$ cat config.mk
export PLATFORM = sky130hd
export DESIGN_NAME = mul_arbiter
export DESIGN_NICKNAME = d
export VERILOG_FILES = /design/src/rtl/mul_arbiter.sv
export SDC_FILE = /design/constraint.sdc
export NUM_CORES = 1
export LEC_CHECK = 0
export ABC_AREA = 1
export CAP_MARGIN = 10
export CORE_MARGIN = 3
export CORE_UTILIZATION = 26
export CTS_CLUSTER_SIZE = 10
export DETAILED_ROUTE_END_ITERATION = 12
export GPL_ROUTABILITY_DRIVEN = 0
export GPL_TIMING_DRIVEN = 0
export RECOVER_POWER = 25
export SLEW_MARGIN = 20
export SYNTH_ARGS = -nofsm -noshare
export SYNTH_HDL_FRONTEND = slang
export SYNTH_SLANG_ARGS = --single-unit
export TNS_END_PERCENT = 100
$ cat constraint.sdc
create_clock -name clock -period 4.8 [get_ports clock]
set_input_delay 0.72 -clock clock [delete_from_list [all_inputs] [get_ports clock]]
set_output_delay 0.72 -clock clock [all_outputs]
set_load 0.005 [all_outputs]
$ cat src/rtl/mul_arbiter.sv
// mul_arbiter: round-robin sharing of one pipelined DSP multiplier
// among NUM_REQ requesters, with one result register per requester.
module mul_arbiter #(
  parameter int NUM_REQ = 4,
  parameter int WIDTH   = 16,
  parameter int LATENCY = 2
) (
  input  logic                     clock,
  input  logic                     reset_n,
  input  logic [NUM_REQ-1:0]       req_valid,
  output logic [NUM_REQ-1:0]       req_ready,
  input  logic [NUM_REQ*WIDTH-1:0] req_in0,
  input  logic [NUM_REQ*WIDTH-1:0] req_in1,
  output logic [NUM_REQ-1:0]       resp_valid,
  input  logic [NUM_REQ-1:0]       resp_ready,
  output logic [NUM_REQ*WIDTH-1:0] resp_data,
  output logic [WIDTH-1:0]         mul_in0,
  output logic [WIDTH-1:0]         mul_in1,
  output logic                     mul_valid_in,
  input  logic [WIDTH-1:0]         mul_out,
  output logic                     idle
);
  localparam int IW = $clog2(NUM_REQ);
  localparam logic [IW:0] NR = (IW+1)'(NUM_REQ);
  localparam logic [IW-1:0] LAST = IW'(NUM_REQ-1);

  logic [NUM_REQ-1:0] busy;
  logic [NUM_REQ-1:0] elig;
  logic [IW-1:0]      ptr;
  logic [IW-1:0]      grant;
  logic [IW-1:0]      ptr_nxt;
  logic               grant_any;
  logic [IW:0]        scan;
  logic [WIDTH-1:0]   res [NUM_REQ];
  logic [LATENCY-1:0] tag_v;
  logic [IW-1:0]      tag_id [LATENCY];

  // One outstanding op per requester keeps its result slot free.
  assign elig = req_valid & ~busy & {NUM_REQ{reset_n}};

  always_comb begin
    grant_any = 1'b0;
    grant     = '0;
    scan      = '0;
    for (int j = 0; j < NUM_REQ; j++) begin
      scan = {1'b0, ptr} + (IW+1)'(j);
      if (scan >= NR) scan = scan - NR;
      if (!grant_any && elig[scan[IW-1:0]]) begin
        grant_any = 1'b1;
        grant     = scan[IW-1:0];
      end
    end
  end

  assign ptr_nxt = (grant == LAST) ? '0 : grant + IW'(1);

  always_comb begin
    req_ready = '0;
    if (grant_any) req_ready[grant] = 1'b1;
  end

  assign mul_valid_in = grant_any;
  assign mul_in0 = grant_any ? req_in0[grant*WIDTH +: WIDTH] : '0;
  assign mul_in1 = grant_any ? req_in1[grant*WIDTH +: WIDTH] : '0;

  always_comb begin
    resp_data = '0;
    for (int i = 0; i < NUM_REQ; i++)
      resp_data[i*WIDTH +: WIDTH] = res[i];
  end

  assign idle = ~|busy;

  always_ff @(posedge clock or negedge reset_n) begin
    if (!reset_n) begin
      busy       <= '0;
      resp_valid <= '0;
      ptr        <= '0;
      tag_v      <= '0;
      for (int s = 0; s < LATENCY; s++) tag_id[s] <= '0;
      for (int i = 0; i < NUM_REQ; i++) res[i] <= '0;
    end else begin
      tag_v[0]  <= grant_any;
      tag_id[0] <= grant;
      for (int s = 1; s < LATENCY; s++) begin
        tag_v[s]  <= tag_v[s-1];
        tag_id[s] <= tag_id[s-1];
      end
      for (int i = 0; i < NUM_REQ; i++) begin
        if (resp_valid[i] && resp_ready[i]) begin
          resp_valid[i] <= 1'b0;
          busy[i]       <= 1'b0;
        end
      end
      if (grant_any) begin
        busy[grant] <= 1'b1;
        ptr         <= ptr_nxt;
      end
      // Last tag stage lines up with the product on mul_out.
      if (tag_v[LATENCY-1]) begin
        res[tag_id[LATENCY-1]]        <= mul_out;
        resp_valid[tag_id[LATENCY-1]] <= 1'b1;
      end
    end
  end
endmodule

Word-level counts from Yosys, hierarchy flattened
Cells that the tools add are included.
Widths: inputs -> output; s select.

word-level totals
  register bits = 80
  memories kept = 0
  bits in latches = 0
  logic and storage cells = 97
  memory bits (read-only) = 0
  memory bits (writable) = 0

operators by class
  $mul = 0
  add/subtract/negate cells = 8
  shift operators = 2
  order comparisons = 14
  reduce and logical (&&, ||, !) cells = 15
  multiplexer cells = 41
  bitwise logic cells = 6
  divide/modulo/power cells = 0
  equality and inequality tests = 1

operators by type and width
  operator             number
  $shiftx 64x7->16     2
  $bwmux 64            1
  $mux 16              3
  $demux 16 s2         1
  $lt 2x3->1 const B   6
  $mux 1               18
  $mux 2               9
  $ge 3x3->1 const B   4
  $mux 4               3
  $logic_and 1x1->1    10
  $and 4x4->4          2
  $bmux 1 s2           4
  $or 4x4->4           2
  $sub 2x1->2 const B  4
  $add 2x2->3 const B  2
  $demux 1 s2          2
  $ge 2x1->1 const B   2
  $logic_not 1->1      4
  $not 4->4            1
  $reduce_or 4->1      1
  $add 2x1->3 const B  1
  $ge 2x3->1 const B   1
  $lt 3x1->1 const B   1
  $not 2->3            1
  2 further kinds      2

Longest topological paths before layout
  word-level depth = 21
  mapped depth = 16
  depth with buffers taken out = 15

Worst setup path before layout
OpenSTA, ideal clock, no wires.

  kind = input to output
  from = input reset_n
  to = output req_ready[2]
  required time = 4.080 ns
  stages = 14
  slack = 1.999 ns
  arrival = 2.081 ns
  cells stage by stage = buf_4 -> nand2_1 -> nor2_1 -> nand2_1 -> nand3_1 -> nand2_2 -> nand3_1 -> nand3_1 -> nand2_1 -> nand2_2 -> buf_2 -> ha_1 -> inv_1 -> nor2_1

on the way
  cells in the longest elaborated chain, start to end = 18
  elaborated cells on any way between the ends = 29
  classes of those cells = order compare (2); mux (19); bitwise (1); reduce/logical (7)

RTL lines
  what                                                            line  text
  from (decl)                                                     9     input logic reset_n,
  $and 4x4->4 (*)                                                 39    assign elig = req_valid & ~busy & {NUM_REQ{reset_n}};
  $bmux 1 s2                                                      48    if (!grant_any && elig[scan[IW-1:0]]) begin
  $mux 1 (implied by the code)                                    48
  $mux 1                                                          48
  $logic_not 1->1                                                 48
  $logic_and 1x1->1                                               48
  $mux 1                                                          48
  $logic_not 1->1                                                 48
  [3 not listed]                                                  n/a
  $logic_and 1x1->1                                               48
  $mux 2 (*)                                                      48
  named net grant[1]                                              30    logic [IW-1:0] grant;
  $lt 2x3->1 (implied by the code) or $ge 2x1->1 (tied branches)  59    if (grant_any) req_ready[grant] = 1'b1;
  $logic_and 1x1->1 (implied by the code)                         59
  $mux 1 (implied by the code)                                    59
  $demux 1 s2 (*)                                                 59
  $mux 4 (*)                                                      59
  to (decl)                                                       11    output logic [NUM_REQ-1:0] req_ready,

Mark *: on every way through the listed nets, which the timed path passes. The rest lies on a longest branch. The select of a mux whose other input is x is not followed.

Worst setup path in the final report
  from = input reset_n
  to = output mul_in0[15]

on the way
  cells in the longest elaborated chain, start to end = 15
  elaborated cells on any way between the ends = 25
  classes of those cells = shift (1); mux (17); bitwise (1); reduce/logical (6)

RTL lines
  what                          line  text
  $and 4x4->4 (*)               39
  $bmux 1 s2                    48
  $mux 1 (implied by the code)  48
  $mux 1                        48
  $logic_not 1->1               48
  $logic_and 1x1->1             48
  $mux 1                        48
  $logic_not 1->1               48
  $logic_and 1x1->1             48
  $mux 1                        48
  $logic_not 1->1               48
  $logic_and 1x1->1             48
  $mux 2                        48
  $shiftx 64x7->16              63    assign mul_in0 = grant_any ? req_in0[grant*WIDTH +: WIDTH] : '0;
  $mux 16 (*)                   63
  to (decl)                     17    output logic [WIDTH-1:0] mul_in0,

Every way passes the cells marked *; elsewhere a longest branch is shown, timed or not. The select of a mux whose other input is x is not followed.

==> impl_metrics.json <==
{
  "drtIter0Drc": 199,
  "setup-tns-final_ps": 0,
  "critPathRequiredTime_ps": 4080,
  "clock_skew_ps": 9.05,
  "period_minus_slack_ps": 4310,
  "track_usage_pct": 18.5,
  "wl_per_cell_um": 16.0,
  "synth_area_per_cell_um2": 6.87,
  "ys.warnings.count": 0,
  "ys_ff_latch": 80,
  "areaGrowthSynthToFinish_pct": 63.9,
  "fin_hold_ws_ps": 333,
  "status": "finished clean",
  "crit_slowest_cell": "clkdlybuf4s50_1",
  "finalHoldViolations": 0,
  "worst-path-max-fanout": 50,
  "startpoint_type": "input port",
  "cp.arrival_ps": 3590,
  "synth.area.top_cells": "dfrtp_1 39%, nand2_1 12%, inv_1 12%",
  "r2r_slack_ps": 2270,
  "insertion_delay_ps": 330,
  "fp.dieW_um": 146,
  "antenna_found_initial": 0,
  "clockBufferDepth": 2,
  "rsz0062_at_grt": "false",
  "grt_pass1_vias": 5849,
  "start_util_pct": 26.9,
  "grt-ovfl-total": 0,
  "wl_mm": 20.5,
  "cts_resized": 0,
  "drive_above_1_share_pct": 6.58,
  "fillers": 1986,
  "ios": 260,
  "slew_viol_final": 0,
  "hold_class": "in2async",
  "power_density_nw_per_um2": 925,
  "core-area_um2": 19000,
  "crit_start": "reset_n",
  "clock_sinks": 80,
  "post-route-cell-area_um2": 8360,
  "path_clk_slew_ps": 60,
  "synth_area_leader_cell": "dfrtp_1",
  "ir_worst_vdd_mv": 0.563,
  "slowest_delay_ps": 580,
  "p_leak_uw": 0.00409,
  "slew_headroom_pct": 57.7,
  "die_y_um": 146,
  "synth_top_cell_area_share_pct": 39.3,
  "dieArea_um2": 21300,
  "worst_pin_slew_ps": 634,
  "via_count": 5864,
  "syn_nets": 900,
  "syn_inst": 742,
  "seqCellArea_um2": 2000,
  "cts_max_level": 3,
  "port_buffers": 259,
  "drtAntennaViolNets": 0,
  "grt_first_pass_wirelength_mm": 31.6,
  "dp_hpwl_mm": 16.5,
  "drc": 0,
  "max_freq_mhz": 232,
  "nNetsFinal": 1171,
  "row_count": 50,
  "synth-seq-area-share_pct": 39.3,
  "cp_cell_sequence": "buf_6 > buf_12 > nand2_1 > nor2_1 > nand2_1 > nand3_2 > nand2_4 > nand2_2 > nand3_2 > buf_2 > buf_2 > nand4_1 > nand3_1 > a21oi_1 > clkdlybuf4s50_1",
  "critPathBufInv": 5,
  "hold_buffers": 0,
  "finalSetupViolations": 0,
  "criticalPathCategory": "in2out",
  "netlist_area_um2": 5100,
  "root_buffer": "clkbuf_16",
  "cp_top_family": "buffers and inverters",
  "dpl_cell_area_um2": 8040,
  "drv_cap": 0,
  "cts_tree": "done",
  "multi_input_area_um2": 2200,
  "reg2reg_depth": 16,
  "r2r_start": "ptr[1]",
  "critPathCaptureType": "output port",
  "first_pass_iters": 4,
  "synth_cell_type_count": 22,
  "insertedDiodeCount": 0,
  "fin_crit_sh_pct": 89.8,
  "cts_setup_buffers": 0,
  "grt_max_degree": 51,
  "reg2reg_to": "busy[1]",
  "vias_per_cell": 4.59,
  "cts_buffers": 9
}
Yosys cell counts:
library cell,count
buf_2,19
clkinv_1,1
nand2_1,159
buf_1,3
o21ai_0,69
nand3_2,4
ha_1,4
nand2_2,5
clkbuf_1,18
inv_2,3
nor2_1,10
buf_4,6
inv_1,158
or2_2,4
nand4_4,1
dfrtp_1,80
a21oi_1,37
nor4_1,1
nand2_4,1
buf_6,6
nand4_1,70
nand3_1,83
cell families after synthesis:
logic type                 Yosys count  synth area share (%)
buffers and inverters              214                  17.5
AOI/OAI and AO/OA                  106                  10.4
DFF                                 80                  39.3
and+or+nand+nor                    338                  31.8
adders and majority gates            4                 0.981
flip-flops by register name, summed over array words and instances, names as in the netlist:
name        flops
resp_valid      4
ptr             2
tag_v           2
busy            4
resp_data      64
tag_id          4
cells in the final DEF, fill, tap and decap left out, types with 7 or more instances in the layout:
master | netlist | routed
a21oi_1 | 37 | 37
buf_2 | 19 | 19
buf_6 | 6 | 7
clkbuf_1 | 18 | 18
clkbuf_16 | 0 | 9
clkdlybuf4s50_1 | 0 | 258
dfrtp_1 | 80 | 80
inv_1 | 158 | 158
nand2_1 | 159 | 159
nand3_1 | 83 | 83
nand4_1 | 70 | 70
nor2_1 | 10 | 10
o21ai_0 | 69 | 69
where the power goes:
group          switching, uW  leakage, uW  internal (uW)
clock                    259     0.000155            445
combinational           3090      0.00296           2730
sequential               186     0.000973           1020
worst max-delay path by stage:
stage	to	slack [ps]	cells after the start
after global routing	req_ready[1]	170	17
after floorplan	req_ready[2]	2000	14
after CTS	mul_in1[8]	250	12
after global placement	req_ready[1]	-2610	17
final	mul_in0[15]	490	15
after detailed placement	mul_in1[8]	270	12
metal layers:
layer | part of all wire, % | track usage, % | vias up
met1 | 42 | 22.5 | 2666
met4 | 2.9 | 5.79 | 0
li1 | - | - | 2917
met5 | 0 | 0 | -
met3 | 7.9 | 5.25 | 33
met2 | 47 | 31.8 | 248
layout make-up:
cell class / instances / area share [%]
multi-input cells: 448 / 26.4
plain buffers: 52 / 3.43
repair buffers: 260 / 31.3
inverters: 162 / 7.28
clock buffers: 12 / 3.19
clock inverters: 4 / 0.614
flip-flops and latches: 80 / 24.0
well taps: 260 / 3.89
stage by stage:
stage / total power [uW] / utilization, % / setup slack, ps / std cells
3_5_place_dp: 7090 / 42.4 / 269 / 1262
6_report: 7730 / 44.1 / 489 / 1278
4_1_cts: 7830 / 44.1 / 251 / 1278
5_1_grt: 8420 / 44.1 / 168 / 1278
3_3_place_gp: 7060 / 42.3 / -2610 / 1261
2_1_floorplan: 4040 / - / 2000 / 742
(Power assumes the default switching activity.)
